<file path="config.mk">
export PLATFORM = sky130hd
export DESIGN_NAME = ik_iter_ctrl
export DESIGN_NICKNAME = d
export VERILOG_FILES = /design/src/rtl/ik_iter_ctrl.sv
export SDC_FILE = /design/constraint.sdc
export NUM_CORES = 2
export LEC_CHECK = 0
export CORE_ASPECT_RATIO = 0.5
export CORE_MARGIN = 5
export CORE_UTILIZATION = 55
export DETAILED_ROUTE_END_ITERATION = 16
export PLACE_DENSITY = 0.82
export SLEW_MARGIN = 20
export SYNTH_ARGS = -nofsm -noshare
export SYNTH_HDL_FRONTEND = slang
export SYNTH_SLANG_ARGS = --single-unit
</file>
<file path="constraint.sdc">
create_clock -name clk -period 9.45 [get_ports clk]
set_input_delay 2.3625 -clock clk [delete_from_list [all_inputs] [get_ports clk]]
set_output_delay 2.3625 -clock clk [all_outputs]
set_load 0.1 [all_outputs]
</file>
<file path="src/rtl/ik_iter_ctrl.sv">
// ik_iter_ctrl: iteration sequencer around the ik_swift solver core.
// Define IK_ITER_WRAP_EN to wrap each committed theta into [-PI, PI].
module ik_iter_ctrl #(
   parameter int NJ   = 6,
   parameter int W    = 36,
   parameter int WDOG = 4096
) (
   input  logic            clk,
   input  logic            reset,
   input  logic            start,
   input  logic            abort,
   input  logic [15:0]     max_iter,
   input  logic [W-1:0]    threshold,
   input  logic [NJ*W-1:0] theta_init,
   output logic            core_en,
   input  logic            core_done,
   input  logic [NJ*W-1:0] core_delta,
   output logic [NJ*W-1:0] theta,
   output logic            busy,
   output logic            done,
   output logic            converged,
   output logic [15:0]     iter_count,
   output logic            wdog_err
);

   localparam logic signed [W-1:0] SMAX = {1'b0, {(W-1){1'b1}}};
   localparam logic signed [W-1:0] SMIN = {1'b1, {(W-1){1'b0}}};
   localparam int WDW = $clog2(WDOG + 1);
   localparam logic [WDW-1:0] WDOG_LAST = WDW'(WDOG - 1);
`ifdef IK_ITER_WRAP_EN
   localparam logic signed [W-1:0] PI     = W'(205887);
   localparam logic signed [W-1:0] TWO_PI = W'(411775);
`endif

   typedef enum logic [2:0] {
      S_IDLE,
      S_LOAD,
      S_RUN,
      S_WAIT,
      S_UPDATE,
      S_CHECK,
      S_GAP,
      S_FINISH
   } state_t;

   state_t state;

   logic signed [W-1:0] th    [NJ];
   logic signed [W-1:0] dlt   [NJ];
   logic signed [W-1:0] th_nx [NJ];
   logic [15:0]         mi;
   logic [W-1:0]        thr;
   logic [WDW-1:0]      wcnt;
   logic                conv;
   logic                conv_nx;

   function automatic logic signed [W-1:0] sat_add(
      input logic signed [W-1:0] a,
      input logic signed [W-1:0] b
   );
      logic signed [W:0]   s;
      logic signed [W-1:0] r;
      s = {a[W-1], a} + {b[W-1], b};
      if (s[W] != s[W-1])
         r = s[W] ? SMIN : SMAX;
      else
         r = s[W-1:0];
`ifdef IK_ITER_WRAP_EN
      if (r > PI)
         r = r - TWO_PI;
      else if (r < -PI)
         r = r + TWO_PI;
`endif
      return r;
   endfunction

   // The most negative delta has no positive twin; treat it as SMAX.
   function automatic logic [W-1:0] mag(input logic signed [W-1:0] d);
      logic [W-1:0] m;
      if (d == SMIN)
         m = SMAX;
      else if (d[W-1])
         m = -d;
      else
         m = d;
      return m;
   endfunction

   always_comb begin
      conv_nx = 1'b1;
      for (int i = 0; i < NJ; i++) begin
         th_nx[i] = sat_add(th[i], dlt[i]);
         if (mag(dlt[i]) > thr)
            conv_nx = 1'b0;
      end
   end

   for (genvar g = 0; g < NJ; g++) begin : g_out
      assign theta[g*W +: W] = th[g];
   end

   always_ff @(posedge clk) begin
      if (reset) begin
         state      <= S_IDLE;
         core_en    <= 1'b0;
         busy       <= 1'b0;
         done       <= 1'b0;
         converged  <= 1'b0;
         wdog_err   <= 1'b0;
         iter_count <= '0;
         mi         <= '0;
         thr        <= '0;
         wcnt       <= '0;
         conv       <= 1'b0;
         for (int i = 0; i < NJ; i++) begin
            th[i]  <= '0;
            dlt[i] <= '0;
         end
      end else begin
         done <= 1'b0;
         if (abort && state != S_IDLE && state != S_FINISH) begin
            state   <= S_FINISH;
            core_en <= 1'b0;
            done    <= 1'b1;
         end else begin
            unique case (state)
               S_IDLE: begin
                  if (start && !abort) begin
                     state      <= S_LOAD;
                     busy       <= 1'b1;
                     mi         <= (max_iter == 16'd0) ? 16'd1 : max_iter;
                     thr        <= threshold;
                     iter_count <= '0;
                     converged  <= 1'b0;
                     wdog_err   <= 1'b0;
                     for (int i = 0; i < NJ; i++)
                        th[i] <= theta_init[i*W +: W];
                  end
               end
               S_LOAD: begin
                  state   <= S_RUN;
                  core_en <= 1'b1;
               end
               S_RUN: begin
                  state <= S_WAIT;
                  wcnt  <= '0;
               end
               S_WAIT: begin
                  if (core_done) begin
                     state <= S_UPDATE;
                     for (int i = 0; i < NJ; i++)
                        dlt[i] <= core_delta[i*W +: W];
                  end else if (wcnt == WDOG_LAST) begin
                     state    <= S_FINISH;
                     wdog_err <= 1'b1;
                     core_en  <= 1'b0;
                     done     <= 1'b1;
                  end else begin
                     wcnt <= wcnt + 1'b1;
                  end
               end
               S_UPDATE: begin
                  state <= S_CHECK;
                  conv  <= conv_nx;
                  for (int i = 0; i < NJ; i++)
                     th[i] <= th_nx[i];
                  if (iter_count != 16'hFFFF)
                     iter_count <= iter_count + 16'd1;
               end
               S_CHECK: begin
                  if (conv || iter_count == mi) begin
                     state     <= S_FINISH;
                     converged <= conv;
                     core_en   <= 1'b0;
                     done      <= 1'b1;
                  end else begin
                     state   <= S_GAP;
                     core_en <= 1'b0;
                  end
               end
               // Solver re-arms only on a rising edge of core_en.
               S_GAP: begin
                  state   <= S_RUN;
                  core_en <= 1'b1;
               end
               S_FINISH: begin
                  state <= S_IDLE;
                  busy  <= 1'b0;
               end
               default: begin
                  state   <= S_IDLE;
                  core_en <= 1'b0;
                  busy    <= 1'b0;
               end
            endcase
         end
      end
   end

endmodule
</file>
==> impl_metrics.ini <==
[floorplanning]
die-area_um2 = 83530
coreArea_um2 = 77020
io_pins = 726
initial_utilization_pct = 55.36
rows = 72
die_h_um = 206.9
die_w_um = 403.8

[clock_network]
cts_max_level = 2
clock_latency_ns = 0.66
cts_buffers = 51
cts_buffer_depth = 3
cts_setup_buffers = 0
clock-sinks = 522
ctsHoldBuffers = 0
clk_pin_slew_worst_paths_ns = 0.07
ctsRootBufferMaster = clkbuf_16
cts_resized = 0
cts_tree = yes

[cells_and_area]
layout_commonest_cell = clkdlybuf4s50_1
seq_area_um2 = 14770
drive_gt1_share_pct = 3.820
utilization_pct = 68.39
n_fill_cell = 6075
mostFrequentLayoutCells = clkdlybuf4s50_1 (724), nand2_1 (576), ha_1 (440)
postLayoutCellArea_um2 = 52670
multiInputGateArea_um2 = 26720
finalNetCount = 6287
syn2layout_area_growth_pct = 23.54

[sta]
finalSetupViolCount = 0
period_share_pct = 66.46
hold_viol = 0
max_slew_margin_pct = 22.41
tightest_slew_ns = 1.135
max_freq_mhz = 159.2
final.min_clock_period_ns = 6.281
rsz0062_at_grt = false
finalSetupTns_ns = 0
fin_skew_ns = 0.03627
drv_slew = 0

[global_route]
antenna_found_initial = 20
grt_pass1_vias = 40100
grt_util_all_layers_pct = 35.22
grt_max_degree = 135
grt_pass1_wl_um = 229300
grt-ovfl-total = 0

[outcome]
status = completed

[job]
maxCapViolations = 0

[routing]
drt_pre_antenna_iters = 8
drtIter0Drc = 4126
drc = 0
wire_per_inst_um = 24.18
via_per_inst = 6.367
routed-via-count = 41050
ant_nets = 0
totalWireLength_um = 155900

[synth]
synthFlopType = edfxtp_1
synth-async-reset-ratio_pct = 0
ys_ff_latch = 522
netlist_area_um2 = 42640
synth-edff-count = 432
synth.net_count = 5653
ys_types = 77
yosys_warnings = 0
postSynthAreaPerCell_um2 = 9.037
seq_area_frac_synth_pct = 34.65
syn_inst = 4718

[placed_design]
routabilityCongestion = 0.9899
port_buffers = 725
placed_area_um2 = 50970
dpl.hpwl_um = 121700

[setup_path]
critical_path.endpoint_type = flop
crit_arrival_ns = 6.85
critical-path-slowest-cell = nand2_1
critPathMaxStageDelay_ns = 0.78
crit_top_cell = o21a_1
critPathKind = flop to flop
r2r_cells = 19
required_ns = 10.02
path_cells = nor4_1, nand3b_1, nand2b_1, or2_2, nor2_1, nand4_1, nor3_1, nand2_1, o211ai_1, ha_1, nor2b_1, o21a_1, o21a_1, o21ai_0, o2111ai_1, a2111oi_0, a31oi_1, or4b_2, o31ai_1
critPathMaxFanout = 32
worst_setup_path_start_kind = flop

[power_and_ir_drop]
ir_worst_vdd_mv = 0.1298
power.leakage_nw = 21.66
p_per_area_nw_per_um2 = 176.1

[min_path]
hp-class = flop to flop
hold_depth = 2
## kinds of logic (layout without fill, tap and decap cells)
logic type / after synthesis / in the layout / synth area share [%]
xor+xnor: 394 / 394 / 8.093
buf+inv: 325 / 999 / 2.861
compound gates: 1402 / 1402 / 21.93
flops: 522 / 522 / 34.65
other cells: 0 / 19 / 0
mux: 5 / 5 / 0.1174
simple gates: 1608 / 1608 / 18.78
fa+ha+maj: 462 / 462 / 13.57
## final timing paths
path | from | to | slack [ns]
hold / removal | thr[11] | thr[11] | 0.46
setup / recovery | dlt[0][3] | conv | 3.17
setup reg to reg | dlt[0][3] | conv | 3.17
hold reg to reg | thr[11] | thr[11] | 0.46
## report_power, final
| group | switching (mW) | leakage, nW | internal, mW |
|---|---|---|---|
| sequential | 0.250 | 5.24 | 2.77 |
| clock | 1.01 | 0.791 | 1.13 |
| combinational | 2.75 | 15.6 | 1.38 |
| total | 4.00 | 21.7 | 5.27 |
## per-layer routing
layer,vias up,GRT usage [%],share of wire (%)
li1,18920,-,-
met1,19870,44.09,39
met2,1827,58.70,47
met3,425,7.403,8.7
met4,4,17.05,5.1
met5,-,0,0.015
## sequential cells by signal, indices dropped and copies added (netlist names)
register,cells
dlt,216
th,216
thr,36
iter_count,16
mi,16
wcnt,13
state,3
busy,1
conv,1
converged,1
core_en,1
done,1
wdog_err,1
## per-stage QoR
stage / hold slack [ns] / setup slack, ns / total power, mW / cells
2_1_floorplan: 0.4363 / 1.077 / 5.899 / 4718
3_3_place_gp: 0.4434 / 3.227 / 7.019 / 6335
3_5_place_dp: 0.4465 / 3.111 / 7.090 / 6335
4_1_cts: 0.4567 / 3.129 / 9.220 / 6428
5_1_grt: 0.4796 / 2.636 / 9.651 / 6445
6_report: 0.4579 / 3.169 / 9.278 / 6447
## worst max-delay path, delay by kind of cell (launching register included)
family,cells,cell delay (ns)
flip-flops,1,0.47
AND/OR/NAND/NOR,10,3.69
AO/OA/AOI/OAI,8,1.74
adder cells (fa/ha/maj),1,0.28
## layout make-up
type                       instances  share of cell area (%)
multi-input combinational       3871                   50.73
clock buffer                      56                   2.459
clock inverter                    37                  0.6556
sequential                       522                   28.05
timing repair buffer             788                   14.71
tap                             1036                   2.461
inverter                         118                  0.8409
antenna                           19                 0.09027
## cells in the mapped netlist (all sizes together) (118+ instances only)
| master | instances | area [um2] |
|---|---|---|
| and2 | 230 | 1439 |
| ha | 440 | 5505 |
| edfxtp | 432 | 12970 |
| a21oi | 334 | 1672 |
| a21o | 201 | 1509 |
| nand2 | 576 | 2162 |
| xnor2 | 149 | 1305 |
| nor2 | 242 | 908.4 |
| o21ai | 320 | 1605 |
| clkbuf | 204 | 765.7 |
| inv | 118 | 442.9 |
| xor2 | 245 | 2146 |
Power figures use the tool's default switching activity.
